### config.mk
export PLATFORM = sky130hd
export DESIGN_NAME = tdm_demux_flat
export DESIGN_NICKNAME = d
export VERILOG_FILES = /design/src/rtl/tdm_demux_if.sv /design/src/rtl/tdm_demux.sv /design/src/flat_wrapper.sv
export SDC_FILE = /design/constraint.sdc
export NUM_CORES = 1
export LEC_CHECK = 0
export ABC_AREA = 1
export CORE_MARGIN = 1
export CORE_UTILIZATION = 49
export DETAILED_ROUTE_END_ITERATION = 10
export GPL_ROUTABILITY_DRIVEN = 1
export PLACE_DENSITY = 0.83
export SKIP_CTS_REPAIR_TIMING = 1
export SYNTH_ARGS = -nofsm -noshare
export SYNTH_HDL_FRONTEND = slang
export SYNTH_SLANG_ARGS = --single-unit
export TNS_END_PERCENT = 20
### constraint.sdc
create_clock -name clk -period 1.35 [get_ports clk]
set_input_delay 0.135 -clock clk [delete_from_list [all_inputs] [get_ports clk]]
set_output_delay 0.135 -clock clk [all_outputs]
set_load 0.01 [all_outputs]
### src/rtl/tdm_demux_if.sv
// Serial TDM receive bus: the bit stream and its qualifiers in, the published frame and status pulses out.
interface tdm_demux_if #(
  parameter int LANES = 4,
  parameter int WIDTH = 4
);
  logic                   In;
  logic                   InValid;
  logic                   Sync;
  logic [LANES*WIDTH-1:0] Out;
  logic                   OutValid;
  logic                   Err;

  modport master (output In, InValid, Sync, input Out, OutValid, Err);
  modport slave  (input In, InValid, Sync, output Out, OutValid, Err);
endinterface

### src/rtl/tdm_demux.sv
// Time-division demultiplexer: shifts LANES slots of WIDTH LSB-first bits into a shadow buffer
// and publishes the whole frame at once; Sync misplacement raises a one-cycle Err.
module tdm_demux #(
  parameter int LANES = 4,
  parameter int WIDTH = 4
) (
  input  logic        clk,
  input  logic        reset,
  tdm_demux_if.slave  bus
);
  localparam int N  = LANES * WIDTH;
  localparam int SW = (LANES > 1) ? $clog2(LANES) : 1;
  localparam int BW = (WIDTH > 1) ? $clog2(WIDTH) : 1;
  localparam int IW = (N > 1) ? $clog2(N) : 1;

  typedef enum logic {IDLE, RUN} state_t;

  state_t          state_reg, state_next;
  logic [SW-1:0]   slot_reg, slot_next;
  logic [BW-1:0]   bit_reg, bit_next;
  logic [N-1:0]    shadow_reg, shadow_next;
  logic [N-1:0]    out_reg, out_next;
  logic            out_valid_reg, out_valid_next;
  logic            err_reg, err_next;

  logic            boundary;
  logic            take;
  logic [SW-1:0]   pos_slot;
  logic [BW-1:0]   pos_bit;
  logic [IW-1:0]   idx;

  assign boundary = (slot_reg == '0) && (bit_reg == '0);
  assign idx      = IW'(int'(pos_slot) * WIDTH + int'(pos_bit));

  always_comb begin
    state_next     = state_reg;
    slot_next      = slot_reg;
    bit_next       = bit_reg;
    shadow_next    = shadow_reg;
    out_next       = out_reg;
    out_valid_next = 1'b0;
    err_next       = 1'b0;
    take           = 1'b0;
    pos_slot       = slot_reg;
    pos_bit        = bit_reg;

    if (bus.InValid) begin
      case (state_reg)
        IDLE: begin
          if (bus.Sync) begin
            take       = 1'b1;
            pos_slot   = '0;
            pos_bit    = '0;
            state_next = RUN;
          end
        end
        RUN: begin
          if (boundary && !bus.Sync) begin
            err_next   = 1'b1;
            state_next = IDLE;
          end else begin
            take = 1'b1;
            // A Sync anywhere restarts the frame; only off-boundary ones are errors.
            if (bus.Sync) begin
              pos_slot = '0;
              pos_bit  = '0;
              err_next = !boundary;
            end
          end
        end
        default: state_next = IDLE;
      endcase
    end

    if (take) begin
      shadow_next[idx] = bus.In;
      if (pos_bit == BW'(WIDTH - 1)) begin
        bit_next = '0;
        if (pos_slot == SW'(LANES - 1)) begin
          slot_next      = '0;
          out_next       = shadow_next;
          out_valid_next = 1'b1;
        end else begin
          slot_next = pos_slot + 1'b1;
        end
      end else begin
        slot_next = pos_slot;
        bit_next  = pos_bit + 1'b1;
      end
    end
  end

  always_ff @(posedge clk or posedge reset) begin
    if (reset) begin
      state_reg     <= IDLE;
      slot_reg      <= '0;
      bit_reg       <= '0;
      shadow_reg    <= '0;
      out_reg       <= '0;
      out_valid_reg <= 1'b0;
      err_reg       <= 1'b0;
    end else begin
      state_reg     <= state_next;
      slot_reg      <= slot_next;
      bit_reg       <= bit_next;
      shadow_reg    <= shadow_next;
      out_reg       <= out_next;
      out_valid_reg <= out_valid_next;
      err_reg       <= err_next;
    end
  end

  assign bus.Out      = out_reg;
  assign bus.OutValid = out_valid_reg;
  assign bus.Err      = err_reg;
endmodule

### src/flat_wrapper.sv
// flat-port wrapper written by rule: the top's interface ports become plain ports
module tdm_demux_flat 
#(
  parameter int LANES = 4,
  parameter int WIDTH = 4
)
  (clk, reset, bus_In, bus_InValid, bus_Sync, bus_Out, bus_OutValid, bus_Err);
  tdm_demux_if #(.LANES(LANES), .WIDTH(WIDTH)) bus_i ();
  input  logic clk;
  input  logic reset;
  input wire logic [$bits(bus_i.In)-1:0] bus_In;
  input wire logic [$bits(bus_i.InValid)-1:0] bus_InValid;
  input wire logic [$bits(bus_i.Sync)-1:0] bus_Sync;
  output wire logic [$bits(bus_i.Out)-1:0] bus_Out;
  output wire logic [$bits(bus_i.OutValid)-1:0] bus_OutValid;
  output wire logic [$bits(bus_i.Err)-1:0] bus_Err;
  assign bus_i.In = bus_In;
  assign bus_i.InValid = bus_InValid;
  assign bus_i.Sync = bus_Sync;
  assign bus_Out = bus_i.Out;
  assign bus_OutValid = bus_i.OutValid;
  assign bus_Err = bus_i.Err;
  tdm_demux #(.LANES(LANES), .WIDTH(WIDTH)) u_core (.clk(clk), .reset(reset), .bus(bus_i));
endmodule
==> results by group <==
Clock tree
  – Clk sinks: 39
  – Root Buffer: clkbuf_8
  – Cts bufs inserted: 5
  – TritonCTS clock tree: done
  – CTS max path bufs: 2
  – H-tree Lvls: 2
  – Clock transition at path regs: 0.08 ns
  – Clock Latency Late Sink: 0.30 ns

Yosys
  – Post-synth EDFFs: 0
  – Synth Register Bits: 39
  – Post-synth top cells: 82 x nand2_1, 39 x dfrtp_1, 30 x o21ai_0
  – Synthesized instance count: 226
  – Ranking of synthesized cells by area: dfrtp_1 52%, nand2_1 16%, o21ai_0 8.0%, ha_1 6.7%, o21ai_1 5.6%
  – Post-synth cell types: 14
  – Synthesized Nets: 241
  – Sequential fraction of the synthesis area: 52.2%
  – Share of Yosys cell area claimed by the top area cell type: 52.2%
  – Count leader, synth: nand2_1
  – Syn avg cell area: 8.27 µm²
  – Post-synth top flop: dfrtp_1
  – Yosys top cell by area: dfrtp_1
  – Yosys Warn Count: 0
  – Synthesized area: 0.00187 mm²
  – Post-synth ARST share: 100%

Timing
  – Fin Clk Skew: 0.00612 ns
  – Least-Margin Pin Slew: 0.362 ns
  – Max Freq: 602 MHz
  – TNS Setup: -7.92 ns
  – Slack of the critical path: -0.311 ns
  – Final Setup Violations: 38
  – RSZ-0062 raised after global routing: yes
  – Period utilisation layout: 123%
  – Fin. Hold Viols: 0
  – Minimum clock period: 1.66 ns
  – Max-slew headroom: 75.6%
  – Max-slew violation count: 0

Placed design
  – Setup WS pre-CTS: -0.479 ns
  – Detailed placement HPWL: 2.51 mm
  – Global placer's final weighted congestion: 0.775
  – Dpl cells: 303
  – IO buf count: 22

Pwr
  – Internal: 2.69 mW
  – Comb pwr share: 38.9%
  – Worst-case vdd ir drop: 1.15 mV
  – Sequential share of power: 38.2%
  – P per Cell Area: 1610 mW/mm²
  – Clock share of power: 22.8%
  – Power Total: 4.30 mW
  – Net Switching: 1.61 mW
  – Leak: 1.58 nW
  – Sw Share: 37.4%

Setup path
  – Critical Path AT: 1.83 ns
  – CP max FO: 6
  – Flop2flop setup slack: -0.22 ns
  – CP Class: in2reg
  – R2R depth: 6
  – RR Endpoint: u_core.bus.Out[11]
  – Type of origin of the critical path: primary input
  – Worst Path Required: 1.52 ns
  – Critical Path Sink Type: register
  – R2R Path Start: u_core.slot_reg[0]

Final layout
  – # diodes: 0
  – Layout net count: 284
  – Final std cells w/o fill: 318
  – Post-layout util: 72.7%
  – Share of cells above drive strength 1: 23.3%
  – Syn-to-layout area delta: 42.4%

Global route
  – Aggregate global-route resource usage: 21.5%
  – Gr ovfl total: 0
  – Initial antenna violation count: 0
  – Global-route wire length before repair: 6.66 mm
  – Largest net degree at the start of global routing: 40
  – Vias in the first global route: 1534

Die
  – Die H: 63.8 µm
  – Initial Utilization: 51.1%
  – Core Box Area: 0.00366 mm²
  – Die area: 0.00407 mm²
  – I/O Pins: 23
  – Rows: 22
  – Die X: 63.8 µm

Detailed routing
  – DRT antenna net count: 0
  – Final WL: 4.79 mm
  – DRC violations left: 0
  – Routed via count: 1695
  – First DRT Iteration DRCs: 162
  – TritonRoute pass-1 iters: 4
  – Avg WL per Cell: 15.1 µm
  – Vias per cell: 5.33

Run status
  – Failing checks: setup timing
  – Status: finished with violations

Worst hold path
  – Hold crit path type: in2async

Job
  – Max-cap viol count: 0
## critical path, cell delays in order
cell and delay [ns]:
clkdlybuf4s50_1 0.49, nand2_4 0.16, nand2_1 0.12, inv_2 0.09, buf_4 0.10, ha_1 0.18, nand2_1 0.09, o21ai_0 0.32
o21ai_1 0.14
## worst max-delay path by stage
stage,end,slack (ns),from,depth (start not counted)
floorplan,u_core.state_reg,-0.03,u_core.bit_reg[1],7
global placement,u_core.shadow_reg[13],-0.41,bus_Sync,9
detailed placement,u_core.shadow_reg[13],-0.48,bus_Sync,9
CTS,u_core.shadow_reg[12],-0.19,u_core.bit_reg[1],6
global route,u_core.bus.Out[11],-0.42,bus_Sync,8
finish,u_core.bus.Out[11],-0.31,bus_InValid,9
## placed cells by master, fill, tap and decap left out, types with 3 or more instances in the layout
master           instances
buf_12                   4
buf_4                   12
clkbuf_16                4
clkbuf_8                 5
clkdlybuf4s50_1          7
dfrtp_1                 37
dlymetal6s2s_1          15
ha_1                     7
ha_2                     3
inv_1                   24
inv_2                    3
nand2_1                 69
nand2_2                 12
nand2_4                  3
o21ai_0                 13
o21ai_1                 31
o21ai_2                  7
## layout make-up
cell class | instances | area, µm²
clock buffers | 5 | 68.8
clock inverters | 3 | 43.8
fillers | 244 | 1000
inverters | 27 | 101
multi-input cells | 152 | 858
flip-flops and latches | 39 | 978
well taps | 48 | 60.1
repair buffers | 44 | 551
## layer usage
metal / global-route usage (%) / part of all wire, %
met4: 10.5 / 3.4
met5: 0 / 0
met2: 35.1 / 52
met3: 6.43 / 6.0
met1: 25.7 / 38
## metrics by stage
stage / hold slack, ns / area [µm²]
floorplan: 0.216 / 1900
finish: 0.193 / 2660
CTS: 0.208 / 2390
detailed placement: 0.475 / 2280
global placement: 0.466 / 2280
global route: 0.218 / 2660
## power groups by stage
| stage | Clock (mW) | Sequential (mW) | Combinational [mW] |
|---|---|---|---|
| 2_1_floorplan | 0 | 1.58 | 0.882 |
| 3_3_place_gp | 0 | 1.59 | 1.21 |
| 3_5_place_dp | 0 | 1.61 | 1.26 |
| 4_1_cts | 1.00 | 1.58 | 1.26 |
| 5_1_grt | 1.05 | 1.67 | 1.86 |
| 6_report | 0.981 | 1.64 | 1.67 |
## logic make-up (layout without fill, tap and decap cells)
group	after synthesis	count (layout)	synth area share, %
flip-flops	39	39	52.2
adder cells (fa/ha/maj)	10	10	6.69
AND/OR/NAND/NOR	91	91	19.3
buffers and inverters	35	79	8.17
AO/OA/AOI/OAI	51	51	13.7
No activity file was read; power rests on OpenSTA's default activity.
